File: src/rtl/lockstep_recovery_ctrl.sv
// lockstep_recovery_ctrl
//   N-way lockstep checker and recovery controller for replicated zeroriscy
//   cores. Every cycle the per-core register-file write tuples
//   {we, waddr, wdata} are compared and majority-voted. On a correctable
//   mismatch all cores are halted, the voted register value and the saved PC
//   are written back into the faulty cores over the debug port, and the cores
//   are resumed. A mismatch with no majority, or a halt that never completes,
//   ends in a sticky FATAL state that only rst_i clears.
//
// Optional feature: define LOCKSTEP_STATS_EN to add fault_cnt_o, which holds
//   per-core saturating 8-bit counts of correctable events blamed on each core.
//
// Ports:
//   clk_i, rst_i      clock, synchronous active-high reset
//   enable_i          checking enable; mismatches ignored when low
//   rf_we_i/waddr_i/wdata_i  per-core regfile write ports, core k packed at slot k
//   pc_i              core-0 fetch address, saved when a mismatch is detected
//   dbg_halt_o/resume_o      one-cycle halt/resume pulses to all cores
//   dbg_halted_i      per-core halted status
//   dbg_req_o/gnt_i   per-core debug write handshake
//   dbg_we_o/addr_o/wdata_o  shared debug write command
//   faulty_mask_o     cores outvoted in the last correctable event
//   fault_o           recovery in progress
//   fatal_o           sticky uncorrectable error
//   recover_cnt_o     saturating count of completed recoveries
module lockstep_recovery_ctrl #(
  parameter int NUM_CORES    = 3,
  parameter int DATA_W       = 32,
  parameter int HALT_TIMEOUT = 64,
  parameter int CNT_W        = 16
) (
  input  logic                          clk_i,
  input  logic                          rst_i,
  input  logic                          enable_i,
  input  logic [NUM_CORES-1:0]          rf_we_i,
  input  logic [NUM_CORES*5-1:0]        rf_waddr_i,
  input  logic [NUM_CORES*DATA_W-1:0]   rf_wdata_i,
  input  logic [DATA_W-1:0]             pc_i,
  output logic                          dbg_halt_o,
  output logic                          dbg_resume_o,
  input  logic [NUM_CORES-1:0]          dbg_halted_i,
  output logic [NUM_CORES-1:0]          dbg_req_o,
  input  logic [NUM_CORES-1:0]          dbg_gnt_i,
  output logic                          dbg_we_o,
  output logic [14:0]                   dbg_addr_o,
  output logic [DATA_W-1:0]             dbg_wdata_o,
  output logic [NUM_CORES-1:0]          faulty_mask_o,
  output logic                          fault_o,
  output logic                          fatal_o,
  output logic [CNT_W-1:0]              recover_cnt_o
`ifdef LOCKSTEP_STATS_EN
  ,
  output logic [NUM_CORES*8-1:0]        fault_cnt_o
`endif
);

  typedef enum logic [2:0] {
    S_RUN, S_HALT, S_WAIT_HALTED, S_WR_REG, S_WR_PC, S_RESUME, S_FATAL
  } state_t;

  localparam int              TO_W    = (HALT_TIMEOUT > 1) ? $clog2(HALT_TIMEOUT) : 1;
  localparam logic [TO_W-1:0] TO_LAST = TO_W'(HALT_TIMEOUT - 1);
  localparam logic [3:0]      MAJ_MIN = 4'(NUM_CORES / 2 + 1);

  function automatic logic tuple_eq(input logic we_a, input logic we_b,
                                    input logic [4:0] a_a, input logic [4:0] a_b,
                                    input logic [DATA_W-1:0] d_a, input logic [DATA_W-1:0] d_b);
    return (!we_a && !we_b) || (we_a && we_b && (a_a == a_b) && (d_a == d_b));
  endfunction

  logic                 core_we   [NUM_CORES];
  logic [4:0]           core_addr [NUM_CORES];
  logic [DATA_W-1:0]    core_data [NUM_CORES];
  logic [NUM_CORES-1:0] agree_m   [NUM_CORES];

  always_comb begin
    for (int unsigned k = 0; k < NUM_CORES; k++) begin
      core_we[k]   = rf_we_i[k];
      core_addr[k] = rf_waddr_i[5*k +: 5];
      core_data[k] = rf_wdata_i[DATA_W*k +: DATA_W];
    end
  end

  always_comb begin
    for (int unsigned i = 0; i < NUM_CORES; i++) begin
      for (int unsigned j = 0; j < NUM_CORES; j++) begin
        agree_m[i][j] = tuple_eq(core_we[i], core_we[j], core_addr[i], core_addr[j],
                                 core_data[i], core_data[j]);
      end
    end
  end

  // First core whose tuple is shared by a strict majority supplies the vote;
  // any majority is unique, so the choice of "first" is immaterial.
  logic [3:0]           agree_cnt;
  logic                 maj_found;
  logic                 maj_we_c;
  logic [4:0]           maj_addr_c;
  logic [DATA_W-1:0]    maj_data_c;
  logic [NUM_CORES-1:0] maj_mask;
  logic                 all_agree;

  always_comb begin
    agree_cnt  = '0;
    maj_found  = 1'b0;
    maj_we_c   = 1'b0;
    maj_addr_c = '0;
    maj_data_c = '0;
    maj_mask   = '0;
    for (int unsigned i = 0; i < NUM_CORES; i++) begin
      agree_cnt = '0;
      for (int unsigned j = 0; j < NUM_CORES; j++) begin
        if (agree_m[i][j]) agree_cnt = agree_cnt + 4'd1;
      end
      if (!maj_found && (agree_cnt >= MAJ_MIN)) begin
        maj_found  = 1'b1;
        maj_we_c   = core_we[i];
        maj_addr_c = core_addr[i];
        maj_data_c = core_data[i];
        maj_mask   = ~agree_m[i];
      end
    end
    all_agree = &agree_m[0];
  end

  state_t               state, state_n;
  logic [NUM_CORES-1:0] pending, mask_q;
  logic                 maj_we_q;
  logic [4:0]           maj_addr_q;
  logic [DATA_W-1:0]    maj_data_q, pc_q;
  logic [TO_W-1:0]      to_cnt;
  logic                 fatal_entered;
  logic [CNT_W-1:0]     rcnt;
  logic                 detect, load_req;

  assign detect   = (state == S_RUN) && enable_i && !all_agree;
  assign load_req = ((state_n == S_WR_REG) || (state_n == S_WR_PC)) && (state_n != state);

  always_ff @(posedge clk_i) begin
    if (rst_i) state <= S_RUN;
    else       state <= state_n;
  end

  always_comb begin
    state_n       = state;
    dbg_halt_o    = 1'b0;
    dbg_resume_o  = 1'b0;
    dbg_req_o     = '0;
    dbg_we_o      = 1'b0;
    dbg_addr_o    = '0;
    dbg_wdata_o   = '0;
    fault_o       = 1'b0;
    fatal_o       = 1'b0;
    case (state)
      S_RUN: begin
        if (detect) state_n = maj_found ? S_HALT : S_FATAL;
      end
      S_HALT: begin
        dbg_halt_o = 1'b1;
        fault_o    = 1'b1;
        state_n    = S_WAIT_HALTED;
      end
      S_WAIT_HALTED: begin
        fault_o = 1'b1;
        if (&dbg_halted_i)          state_n = maj_we_q ? S_WR_REG : S_WR_PC;
        else if (to_cnt == TO_LAST) state_n = S_FATAL;
      end
      S_WR_REG: begin
        fault_o     = 1'b1;
        dbg_req_o   = pending;
        dbg_we_o    = 1'b1;
        dbg_addr_o  = 15'h400 + {8'b0, maj_addr_q, 2'b00};
        dbg_wdata_o = maj_data_q;
        if ((pending & ~dbg_gnt_i) == '0) state_n = S_WR_PC;
      end
      S_WR_PC: begin
        fault_o     = 1'b1;
        dbg_req_o   = pending;
        dbg_we_o    = 1'b1;
        dbg_addr_o  = 15'h2000;
        dbg_wdata_o = pc_q;
        if ((pending & ~dbg_gnt_i) == '0) state_n = S_RESUME;
      end
      S_RESUME: begin
        fault_o      = 1'b1;
        dbg_resume_o = 1'b1;
        state_n      = S_RUN;
      end
      S_FATAL: begin
        fatal_o    = 1'b1;
        dbg_halt_o = !fatal_entered;
      end
      default: state_n = S_RUN;
    endcase
  end

  always_ff @(posedge clk_i) begin
    if (rst_i) begin
      mask_q        <= '0;
      pending       <= '0;
      maj_we_q      <= 1'b0;
      maj_addr_q    <= '0;
      maj_data_q    <= '0;
      pc_q          <= '0;
      to_cnt        <= '0;
      fatal_entered <= 1'b0;
      rcnt          <= '0;
    end else begin
      if (detect) begin
        maj_we_q   <= maj_we_c;
        maj_addr_q <= maj_addr_c;
        maj_data_q <= maj_data_c;
        pc_q       <= pc_i;
        if (maj_found) mask_q <= maj_mask;
      end
      // Each write phase re-arms every faulty core; a bit clears once granted.
      if (load_req) pending <= mask_q;
      else          pending <= pending & ~dbg_gnt_i;
      to_cnt        <= (state == S_WAIT_HALTED) ? to_cnt + 1'b1 : '0;
      fatal_entered <= (state == S_FATAL);
      if ((state == S_RESUME) && (rcnt != '1)) rcnt <= rcnt + 1'b1;
    end
  end

  assign faulty_mask_o = mask_q;
  assign recover_cnt_o = rcnt;

`ifdef LOCKSTEP_STATS_EN
  logic [7:0] fcnt [NUM_CORES];

  always_ff @(posedge clk_i) begin
    if (rst_i) begin
      for (int unsigned k = 0; k < NUM_CORES; k++) fcnt[k] <= '0;
    end else if (detect && maj_found) begin
      for (int unsigned k = 0; k < NUM_CORES; k++) begin
        if (maj_mask[k] && (fcnt[k] != '1)) fcnt[k] <= fcnt[k] + 8'd1;
      end
    end
  end

  always_comb begin
    fault_cnt_o = '0;
    for (int unsigned k = 0; k < NUM_CORES; k++) fault_cnt_o[8*k +: 8] = fcnt[k];
  end
`endif

endmodule

File: config.mk
export PLATFORM = sky130hd
export DESIGN_NAME = lockstep_recovery_ctrl
export DESIGN_NICKNAME = d
export VERILOG_FILES = /design/src/rtl/lockstep_recovery_ctrl.sv
export SDC_FILE = /design/constraint.sdc
export NUM_CORES = 1
export LEC_CHECK = 0
export CORE_MARGIN = 2
export CORE_UTILIZATION = 45
export CTS_BUF_LIST = sky130_fd_sc_hd__clkbuf_8
export CTS_CLUSTER_DIAMETER = 120
export CTS_CLUSTER_SIZE = 10
export DETAILED_ROUTE_END_ITERATION = 8
export PLACE_DENSITY = 0.81
export SKIP_LAST_GASP = 1
export SYNTH_ARGS = -nofsm -noshare
export SYNTH_HDL_FRONTEND = slang
export SYNTH_SLANG_ARGS = --single-unit
File: constraint.sdc
create_clock -name clk_i -period 7.7 [get_ports clk_i]
set_clock_uncertainty 0.05 [all_clocks]
set_input_delay 0.77 -clock clk_i [delete_from_list [all_inputs] [get_ports clk_i]]
set_output_delay 0.77 -clock clk_i [all_outputs]
set_load 0.01 [all_outputs]
==> results of run 1 <==
[synthesized netlist by cell type, drive strengths merged, types with 8 or more instances]
cell type and n:
inv 8, nand2 54, mux2i 37, clkbuf 28, a21oi 12, nor2 103, nand3 44, nor4 26
o21ai 13, a311oi 37, buf 25, and3 8, or3 8, a22o 32, dfxtp 102, xnor2 8
nor2b 13, xor2 117, nand4 12
[routing by layer]
| layer | vias to the layer above | GRT usage, % | share of wire (%) | wire [microns] |
|---|---|---|---|---|
| li1 | 2888 | - | - | - |
| met1 | 2784 | 35.6 | 42 | 8540 |
| met2 | 269 | 42.9 | 45 | 9170 |
| met3 | 55 | 5.99 | 7.9 | 1600 |
| met4 | 0 | 14.2 | 4.5 | 915 |
| met5 | - | 0 | 0 | 0 |
[worst min-delay path by stage]
stage | start | slack, ns | to | cells after the start
after floorplan | to_cnt[0]$_SDFF_PP0_ | 0.37 | to_cnt[0]$_SDFF_PP0_ | 1
after global placement | to_cnt[0]$_SDFF_PP0_ | 0.38 | to_cnt[0]$_SDFF_PP0_ | 1
after detailed placement | to_cnt[0]$_SDFF_PP0_ | 0.39 | to_cnt[0]$_SDFF_PP0_ | 1
after CTS | to_cnt[0]$_SDFF_PP0_ | 0.40 | to_cnt[0]$_SDFF_PP0_ | 1
after global routing | to_cnt[0]$_SDFF_PP0_ | 0.43 | to_cnt[0]$_SDFF_PP0_ | 1
final | to_cnt[0]$_SDFF_PP0_ | 0.40 | to_cnt[0]$_SDFF_PP0_ | 1
[cells in the final DEF, fill, tap and decap left out, types with 13 or more instances in the layout]
cell type        count
clkdlybuf4s50_1    219
xor2_1             117
nor2_1             103
dfxtp_1            102
nand2_1             54
nand3_1             43
mux2i_1             37
a22o_1              32
a311oi_1            26
nor4_1              26
o21ai_0             13
[per-stage QoR]
stage	hold slack (ns)	setup WS, ns	util [%]	instance area (sq um)	cells
2_1_floorplan	0.368	4.73	-	6130	720
3_3_place_gp	0.380	3.82	62.8	8320	1068
3_5_place_dp	0.388	3.79	62.8	8320	1068
4_1_cts	0.403	3.65	64.4	8530	1084
5_1_grt	0.432	3.37	64.4	8530	1084
6_report	0.401	3.67	64.4	8530	1085
[layout make-up]
type / count / area [sq um] / area share [%]
Multi-Input combinational cell: 556 / 3780 / 44.4
Antenna cell: 1 / 2.50 / 0.0293
Clock buffer: 11 / 151 / 1.78
Tap cell: 176 / 220 / 2.58
Timing Repair Buffer: 225 / 2240 / 26.2
Inverter: 9 / 33.8 / 0.396
Sequential cell: 102 / 2040 / 23.9
Clock inverter: 5 / 57.6 / 0.675
[cell families (layout without fill, tap and decap cells)]
family                     Yosys count  after routing  synth area share (%)
muxes                               37             37                  6.06
AOI/OAI and AO/OA                  108            108                  15.2
DFF                                102            102                  33.4
and+or+nand+nor                    276            276                  21.3
xor gates and xnor gates           125            125                  17.9
adders and majority gates            2              2                 0.410
buffers and inverters               62            250                  5.57
other                                1              9                0.0614
[registers in the layout (all words and copies together), names as in the netlist, 3 cells and up]
name and flops:
to_cnt 6, pending 3, maj_data_q 32, pc_q 32, recover_cnt_o 16, faulty_mask_o 3, state 3, maj_addr_q 5
[power groups by stage]
stage	clock [W]	combinational (W)	sequential, W
floorplan	0	0.000247	0.000617
global placement	0	0.000406	0.000631
detailed placement	0	0.000413	0.000632
CTS	0.000369	0.000415	0.000620
global route	0.000386	0.000453	0.000628
finish	0.000365	0.000418	0.000621
[worst max-delay path, delay by kind of cell, from the launching register on]
family                 cells  cell delay, ns
flip-flops                 1            0.54
buffers and inverters      2            1.33
AND/OR/NAND/NOR            4            0.95
==> summary.txt, run 1 <==
Status
  – Status: complete, no violations

Setup path
  – Crit start category: register
  – Worst path arrival time: 3.21 ns
  – R2R depth: 6
  – Required @ worst endpoint: 6.88 ns
  – Flop2flop setup slack: 5.34 ns
  – CP dominant cell by count: nor2b_1
  – CP Capture Point: dbg_req_o[0]
  – CP max stage cell: clkinv_1
  – CP cell instances: nor2b_1, nand2_1, clkinv_1, nor2_1, nor2b_1, clkdlybuf4s50_1
  – Setup crit end kind: output pin
  – CP Max Fanout: 34
  – CP startpoint: state[2]$_SDFF_PP0_
  – Reg2reg start: state[0]$_SDFF_PP0_
  – Crit path kind: reg -> out
  – Crit-path max cell delay: 0.83 ns
  – Reg2Reg Capture Point: maj_data_q[13]$_SDFFE_PP0N_

Power and ir drop
  – Share of power burned in registers: 44.2%
  – Sw Share: 32.3%
  – Leakage: 3.12 nW
  – Gate power share: 29.7%
  – Max IR drop VDD: 106 uV
  – Power Total: 0.00140 W
  – Pwr dens: 165 nW/um^2
  – Clock power frac: 26.0%
  – Power Internal: 0.000951 W
  – Sw Pwr: 0.000453 W

Job
  – Max-cap viol count: 0

STA
  – Fmax: 0.248 GHz
  – Setup TNS: 0 ns
  – Unrepaired setup endpoints after global routing: no
  – Fin crit period: 4.03 ns
  – Period utilization: 52.3%
  – Worst Tran Pin Value: 1.12 ns
  – Max-slew headroom: 25.1%
  – Hold Fails Final Rpt: 0
  – Setup Viol. Count Final: 0
  – Pins Over Slew Limit: 0

Clock network
  – Cts hold-fix bufs: 0
  – Clock slew at reported path FFs: 0.09 ns
  – Clk buf depth: 2
  – CTS tree: done
  – H-Tree Depth: 3
  – Clock Tree Root: clkbuf_8
  – CTS Buf Count: 9
  – Post_cts resized: 0
  – TritonCTS Sinks: 102
  – Worst-Skew Late Latency: 0.39 ns
  – Setup Fix Bufs, Post-CTS: 0

Global routing
  – Antenna violations before repair: 0
  – Total global-route track usage: 27.5%
  – Pin count of the biggest net entering global routing: 98
  – Global-route wire length before repair: 31.0 mm
  – Total grt overflow: 0
  – Vias in the first global route: 5847

Routing
  – Vias/cell: 5.53
  – Drt wl/cell: 18.6 microns
  – Initial DRT Pass Iterations: 5
  – Drc violations: 0
  – Vias: 5996
  – ANT nets after route: 0
  – Iteration-0 DRC count of the detailed router: 481
  – Routed wire length: 20.2 mm

Logic synthesis
  – Yosys reg bits: 102
  – Predominant post-synthesis flop cell: dfxtp_1
  – Synth top area share: 33.4%
  – Syn avg cell area: 8.57 sq um
  – FFs w/ async S/R, synth: 0%
  – Number of synthesized flops with an enable pin: 0
  – Netlist cell types: 48
  – Post-synthesis sequential area ratio: 33.4%
  – Leading area contributor after synthesis: dfxtp_1
  – Syn Inst Count: 713
  – Ranking of synthesized cells by area: dfxtp_1 33%, xor2_1 17%, nor2_1 6.3%
  – Mapped cell area: 6110 sq um
  – Yosys warns: 0

Final layout
  – Nets@finish: 1060
  – Layout cell share with drive strength beyond 1: 4.41%
  – Area Growth Syn to Fin: 39.6%
  – Fill cells: 1142

Hold path
  – Hold WC Path Type: reg -> reg

Floorplan
  – Die area: 14500 sq um
  – Die Y-Extent: 120 microns
  – Core Area: 13200 sq um
  – Die width: 120 microns
  – Ports: 229
  – Row count: 42
  – Starting Density: 46.1%

Place
  – Gpl congestion: 0.942
  – Dpl hpwl: 15.4 mm
  – Port bufs: 220
(Power assumes the default switching activity.)
==> run 2: changes to the inputs <==
--- a/config.mk
+++ b/config.mk
@@ -6,12 +6,12 @@
 export NUM_CORES = 1
 export LEC_CHECK = 0
 export CORE_MARGIN = 2
-export CORE_UTILIZATION = 45
+export CORE_UTILIZATION = 42
 export CTS_BUF_LIST = sky130_fd_sc_hd__clkbuf_8
 export CTS_CLUSTER_DIAMETER = 120
 export CTS_CLUSTER_SIZE = 10
 export DETAILED_ROUTE_END_ITERATION = 8
-export PLACE_DENSITY = 0.81
+export PLACE_DENSITY = 0.8
 export SKIP_LAST_GASP = 1
 export SYNTH_ARGS = -nofsm -noshare
 export SYNTH_HDL_FRONTEND = slang
==> constraint.sdc (replaced) <==
create_clock -name clk_i -period 3.4 [get_ports clk_i]
set_clock_uncertainty 0.05 [all_clocks]
set_input_delay 0.34 -clock clk_i [delete_from_list [all_inputs] [get_ports clk_i]]
set_output_delay 0.34 -clock clk_i [all_outputs]
set_load 0.01 [all_outputs]
==> run 2 against run 1 <==
Against the previous run:
- sequential power increased by 130%
- setup slack lost 3.4 ns
- register-to-register slack worse by 4.2 ns
- total power up 120%
- sequential cell count is the same
- core utilization is 4.3 points lower
- final cell count is 1.6% higher
- critical path type unchanged
- critical endpoint is now dbg_wdata_o[17]
- largest cell class unchanged
- largest power group unchanged
==> summary.txt, run 2 (synthesized netlist as in run 1, its figures left out) <==
STA
  – Setup TNS: 0 ns (unchanged)
  – Period utilization: 92.3%
  – Worst Tran Pin Value: 0.829 ns (-0.294 ns)
  – Fin crit period: 3.14 ns
  – Max-slew headroom: 44.7% (+20 points)
  – Fmax: 0.319 GHz
  – Unrepaired setup endpoints after global routing: no
  – Pins Over Slew Limit: 0 (unchanged)
  – Hold Fails Final Rpt: 0 (unchanged)
  – Setup Viol. Count Final: 0 (unchanged)

Setup path
  – Worst path arrival time: 2.75 ns (-0.46 ns)
  – Flop2flop setup slack: 1.10 ns (-4.24 ns)
  – Crit path kind: reg -> out
  – Required @ worst endpoint: 3.01 ns (-3.87 ns)
  – CP Max Fanout: 18 (-47%)
  – Crit start category: register
  – CP max stage cell: clkdlybuf4s50_1
  – Crit-path max cell delay: 0.56 ns (-0.27 ns)
  – Setup crit end kind: output pin
  – Reg2reg start: recover_cnt_o[10]$_SDFFE_PP0P_
  – CP cell instances: nor2b_1, nand2_1, clkinvlp_4, buf_12, a22o_1, clkdlybuf4s50_1
  – R2R depth: 6 (unchanged)
  – Reg2Reg Capture Point: recover_cnt_o[10]$_SDFFE_PP0P_

Clock network
  – Clock slew at reported path FFs: 0.10 ns (about the same)
  – Clock Tree Root: clkbuf_8
  – CTS tree: done
  – Worst-Skew Late Latency: 0.40 ns (about the same)
  – Cts hold-fix bufs: 0 (unchanged)
  – Setup Fix Bufs, Post-CTS: 0 (unchanged)
  – H-Tree Depth: 3 (unchanged)
  – Clk buf depth: 2 (unchanged)
  – TritonCTS Sinks: 102 (unchanged)
  – CTS Buf Count: 9 (unchanged)

Global routing
  – Pin count of the biggest net entering global routing: 77 (-21%)
  – Antenna violations before repair: 1 (+1)
  – Vias in the first global route: 5893 (+0.79%)
  – Global-route wire length before repair: 31.2 mm (+0.62%)
  – Total global-route track usage: 25.2% (-2.3 points)
  – Total grt overflow: 0 (unchanged)

Place
  – Port bufs: 220 (unchanged)
  – Dpl hpwl: 15.3 mm (-0.85%)
  – Gpl congestion: 0.941 (about the same)

Hold path
  – WHS Path Cells: 1 (unchanged)
  – Hold WC Path Type: reg -> reg
  – Hold path endpoint: to_cnt[0]$_SDFF_PP0_
  – Hold_sp: to_cnt[0]$_SDFF_PP0_

Routing
  – Routed wire length: 19.9 mm (-1.7%)
  – Vias/cell: 5.49 (-0.74%)
  – Drt wl/cell: 18.1 microns (-3.2%)
  – Initial DRT Pass Iterations: 5 (unchanged)
  – ANT nets after route: 0 (unchanged)
  – Vias: 6045 (+0.82%)
  – Iteration-0 DRC count of the detailed router: 474 (-1.5%)
  – Drc violations: 0 (unchanged)

Power and ir drop
  – Leakage: 3.16 nW (+1.3%)
  – Max IR drop VDD: 249 uV (+130%)
  – Power Total: 0.00310 W (+120%)
  – Pwr dens: 359 nW/um^2 (+120%)

Final layout
  – Most frequent cells in the layout: 219 x clkdlybuf4s50_1, 117 x xor2_1, 103 x nor2_1
  – Commonest non-fill, non-tap cell in the layout: clkdlybuf4s50_1
  – Nets@finish: 1069 (+0.85%)
  – Area Growth Syn to Fin: 41.4%
  – Layout cell share with drive strength beyond 1: 5.45% (+1.0 points)

Floorplan
  – Die Y-Extent: 125 microns (+3.4%)
  – Starting Density: 42.5% (-3.6 points)
  – Ports: 229 (unchanged)
  – Die width: 125 microns (+3.4%)
  – Row count: 44 (+4.8%)
  – Die area: 15500 sq um (+6.9%)
  – Core Area: 14400 sq um (+8.5%)

Status
  – Status: complete, no violations

Job
  – Max-cap viol count: 0 (unchanged)
run 2: cell type report:
class | count | area, sq um
fill | 1276 | 5730
clock inverter | 7 | 47.5
antenna | 1 | 2.50
multi-input combinational | 556 | 3780
timing repair buffer | 234 | 2370
tap | 184 | 230
sequential | 102 | 2040
inverter | 9 | 37.5
clock buffer | 9 | 124
run 2: per-stage QoR:
stage               worst slack, ns  cell area, sq um  hold WS, ns  util (%)  std cells
floorplan                     0.857              6130        0.368         -        720
global placement              0.323              8460        0.380      58.9       1085
detailed placement            0.301              8460        0.389      58.9       1085
CTS                           0.119              8630        0.410      60.0       1101
global route                 0.0158              8630        0.436      60.1       1102
finish                        0.263              8630        0.407      60.1       1102
run 2: power breakdown:
part | internal, W | switching, W
combinational | 0.000478 | 0.000499
clock | 0.000268 | 0.000450
sequential | 0.00132 | 0.0000819
total | 0.00207 | 0.00103
run 2: what timing repair did:
| item | in CTS | in global routing |
|---|---|---|
| setup endpoints to repair | 0 | 22 |
| resized for setup | 0 | 1 |
| endpoints found under the hold margin | 0 | 0 |
run 2: worst max-delay path, delay by kind of cell, from the launching register on:
kind,cells,cell delay [ns]
buffers and inverters,3,1.09
AND/OR/NAND/NOR,2,0.64
flip-flops,1,0.46
AO/OA/AOI/OAI,1,0.16
run 2: how the worst max path moves through the flow:
| stage | to | cells past startpoint | from | slack [ns] |
|---|---|---|---|---|
| 6_report | dbg_wdata_o[17] | 6 | state[1]$_SDFF_PP0_ | 0.26 |
| 4_1_cts | dbg_wdata_o[0] | 6 | state[2]$_SDFF_PP0_ | 0.12 |
| 5_1_grt | dbg_req_o[0] | 6 | state[1]$_SDFF_PP0_ | 0.02 |
| 3_3_place_gp | maj_data_q[1]$_SDFFE_PP0N_ | 9 | rf_wdata_i[5] | 0.32 |
| 2_1_floorplan | maj_data_q[11]$_SDFFE_PP0N_ | 9 | rf_wdata_i[5] | 0.86 |
| 3_5_place_dp | maj_data_q[6]$_SDFFE_PP0N_ | 9 | rf_wdata_i[5] | 0.30 |
run 2: layer usage:
layer	vias up	routed length [microns]	track usage [%]
met2	256	9150	41.2
li1	2912	-	-
met1	2836	8530	31.8
met3	41	1580	6.74
met4	0	636	9.58
met5	-	0	0
==> run 3: changes to the inputs <==
--- a/config.mk
+++ b/config.mk
@@ -5,8 +5,9 @@
 export SDC_FILE = /design/constraint.sdc
 export NUM_CORES = 1
 export LEC_CHECK = 0
+export ABC_AREA = 1
 export CORE_MARGIN = 2
-export CORE_UTILIZATION = 42
+export CORE_UTILIZATION = 43
 export CTS_BUF_LIST = sky130_fd_sc_hd__clkbuf_8
 export CTS_CLUSTER_DIAMETER = 120
 export CTS_CLUSTER_SIZE = 10
==> run 3 against run 2 <==
Against the previous run:
- synthesized cell count grew 49%
- hold slack lost 0.0022 ns
- highest routed layer unchanged
- global-route usage grew 1.8 points
- critical path type unchanged
==> summary.txt, run 3 <==
Logic synthesis
  – Most numerous cell in the Yosys netlist: nand2_1
  – Number of synthesized flops with an enable pin: 0 (unchanged)
  – FFs w/ async S/R, synth: 0% (unchanged)
  – Mapped cell area: 6630 sq um (+8.6%)
  – Leading area contributor after synthesis: dfxtp_1
  – Ranking of synthesized cells by area: dfxtp_1 31%, nand2_1 13%, nor2_1 10%
  – Predominant post-synthesis flop cell: dfxtp_1
  – Syn avg cell area: 6.26 sq um (-27%)
  – Synth top area share: 30.8% (-2.6 points)
  – Yosys reg bits: 102 (unchanged)
  – Yosys warns: 0 (unchanged)
  – Syn Inst Count: 1060 (+49%)
  – Post-synthesis sequential area ratio: 30.8% (-2.6 points)
  – Netlist cell types: 46 (-4.2%)
  – Top cells by count, synth: 232 x nand2_1, 176 x nor2_1, 123 x inv_1

STA
  – Setup TNS: 0 ns (unchanged)
  – Period utilization: 79.0% (-13 points)
  – Setup Viol. Count Final: 0 (unchanged)
  – Fin crit period: 2.69 ns (-0.449 ns)
  – Hold Fails Final Rpt: 0 (unchanged)
  – Max-slew headroom: 47.8% (+3.1 points)
  – Fmax: 0.372 GHz (+17%)
  – Worst Tran Pin Value: 0.782 ns (-0.0473 ns)
  – Pins Over Slew Limit: 0 (unchanged)
  – Unrepaired setup endpoints after global routing: no

Power and ir drop
  – Max IR drop VDD: 277 uV (+11%)
  – Leakage: 3.95 nW (+25%)
  – Pwr dens: 419 nW/um^2 (+17%)

Global routing
  – Total global-route track usage: 27.0% (+1.8 points)
  – Pin count of the biggest net entering global routing: 54 (-30%)
  – Vias in the first global route: 7037 (+19%)
  – Antenna violations before repair: 0 (-1)
  – Global-route wire length before repair: 34.7 mm (+11%)
  – Total grt overflow: 0 (unchanged)

Clock network
  – CTS tree: done
  – CTS Buf Count: 9 (unchanged)
  – Clock Tree Root: clkbuf_8
  – H-Tree Depth: 3 (unchanged)
  – Clock slew at reported path FFs: 0.10 ns (about the same)
  – Cts hold-fix bufs: 0 (unchanged)
  – Post_cts resized: 0 (unchanged)
  – Clk buf depth: 2 (unchanged)
  – Setup Fix Bufs, Post-CTS: 0 (unchanged)
  – Worst-Skew Late Latency: 0.39 ns (about the same)
  – TritonCTS Sinks: 102 (unchanged)

Floorplan
  – Ports: 229 (unchanged)
  – Die area: 16400 sq um (+5.9%)
  – Die Y-Extent: 128 microns (+2.9%)
  – Core Area: 15100 sq um (+5.4%)
  – Starting Density: 43.8% (+1.3 points)
  – Row count: 45 (+2.3%)
  – Die width: 128 microns (+2.9%)

Routing
  – Drt wl/cell: 15.2 microns (-16%)
  – Vias: 7495 (+24%)
  – Vias/cell: 5.15 (-6.2%)
  – ANT nets after route: 0 (unchanged)
  – Iteration-0 DRC count of the detailed router: 507 (+7.0%)
  – Routed wire length: 22.2 mm (+12%)
  – Drc violations: 0 (unchanged)
  – Initial DRT Pass Iterations: 5 (unchanged)

Hold path
  – Hold_sp: to_cnt[0]$_SDFF_PP0_
  – WHS Path Cells: 1 (unchanged)
  – Hold path endpoint: to_cnt[0]$_SDFF_PP0_
  – Hold WC Path Type: reg -> reg

Final layout
  – Area Growth Syn to Fin: 38.2%
  – Nets@finish: 1420 (+33%)
  – Layout cell share with drive strength beyond 1: 6.31% (+0.86 points)
  – N_diodes: 0 (-1)
  – Commonest non-fill, non-tap cell in the layout: nand2_1
  – Final Non-Filler Cells: 1456 (+32%)
  – Most frequent cells in the layout: 232 x nand2_1, 220 x clkdlybuf4s50_1, 174 x nor2_1

Setup path
  – Reg2reg start: state[0]$_SDFF_PP0_
  – Worst path arrival time: 2.30 ns (-0.45 ns)
  – Crit start category: register
  – Flop2flop setup slack: 1.26 ns (+0.16 ns)
  – Setup crit end kind: output pin
  – Reg2Reg Capture Point: maj_data_q[16]$_SDFFE_PP0N_
  – Required @ worst endpoint: 3.01 ns (about the same)
  – R2R depth: 8 (+2)
  – Crit path kind: reg -> out
  – CP Max Fanout: 35 (+17)

Place
  – Dpl cells: 1440 (+33%)
  – Port bufs: 220 (unchanged)
  – Dpl hpwl: 17.6 mm (+15%)
  – Gpl congestion: 1.01 (+6.8%)

Job
  – Max-cap viol count: 0 (unchanged)

Status
  – Status: complete, no violations
-- run 3: cell types whose count changed after synthesis, sizes merged, moves of 13 or more --
cell | before | now
a21oi | 12 | 57
nor2b | 13 | 0
xor2 | 117 | 12
nand3 | 44 | 25
mux2i | 37 | 0
nand2 | 54 | 240
nor4 | 26 | 2
nor2 | 103 | 183
a311oi | 37 | 0
o21ai | 13 | 143
inv | 8 | 146
-- run 3: routing by layer --
layer  track usage, %  vias up  share of wire [%]
met1             33.3     3355                 42
met3             6.55       52                7.4
met4             9.89        0                3.1
met2             45.8      288                 47
li1                 -     3800                  -
met5                0        -                  0
-- run 3: worst max-delay path by stage --
stage,to,start,depth (start not counted),slack [ns]
4_1_cts,dbg_req_o[0],state[2]$_SDFF_PP0_,7,0.68
5_1_grt,dbg_req_o[1],state[2]$_SDFF_PP0_,7,0.54
6_report,dbg_req_o[0],state[2]$_SDFF_PP0_,7,0.71
3_3_place_gp,maj_data_q[16]$_SDFFE_PP0N_,rf_wdata_i[33],16,0.37
2_1_floorplan,recover_cnt_o[15]$_SDFFE_PP0P_,recover_cnt_o[0]$_SDFFE_PP0P_,14,1.50
3_5_place_dp,maj_data_q[18]$_SDFFE_PP0N_,rf_wdata_i[33],16,0.34
-- run 3: power by group --
group | leakage, nW | switching [W] | internal, W
registers | 0.837 | 0.000125 | 0.00141
logic | 2.99 | 0.000811 | 0.000610
clock network | 0.116 | 0.000429 | 0.000455
total | 3.95 | 0.00137 | 0.00247
-- run 3: kinds of logic (layout without fill, tap and decap cells) --
group	count (synthesis)	after routing	synth area share (%)
and+or+nand+nor	477	477	30.1
AOI/OAI and AO/OA	258	258	22.8
buffers and inverters	195	396	12.6
DFF	102	102	30.8
xor gates and xnor gates	25	25	3.30
adders and majority gates	2	2	0.377
other	1	8	0.0565
-- run 3: cell type report --
cell class / count / area (sq um)
inverter: 148 / 556
timing repair buffer: 232 / 2320
multi-input combinational: 770 / 3780
clock inverter: 5 / 81.3
tap: 188 / 235
fill: 1486 / 5980
sequential: 102 / 2040
clock buffer: 11 / 151
-- run 3: stage by stage --
stage | util (%) | setup slack, ns | total power, W | area, sq um | hold slack [ns]
2_1_floorplan | - | 1.50 | 0.00237 | 6660 | 0.363
3_3_place_gp | 59.0 | 0.369 | 0.00295 | 8930 | 0.379
3_5_place_dp | 59.0 | 0.338 | 0.00297 | 8930 | 0.395
4_1_cts | 60.5 | 0.680 | 0.00384 | 9170 | 0.409
5_1_grt | 60.5 | 0.537 | 0.00409 | 9170 | 0.436
6_report | 60.5 | 0.712 | 0.00384 | 9170 | 0.405
-- run 3: critical path, stage by stage, from the launching register on --
cell and delay (ns):
dfxtp_1 0.36, inv_1 0.10, nand2_1 0.10, nor2_2 0.09, buf_4 0.36, inv_2 0.17, a21oi_1 0.19, clkdlybuf4s50_1 0.55
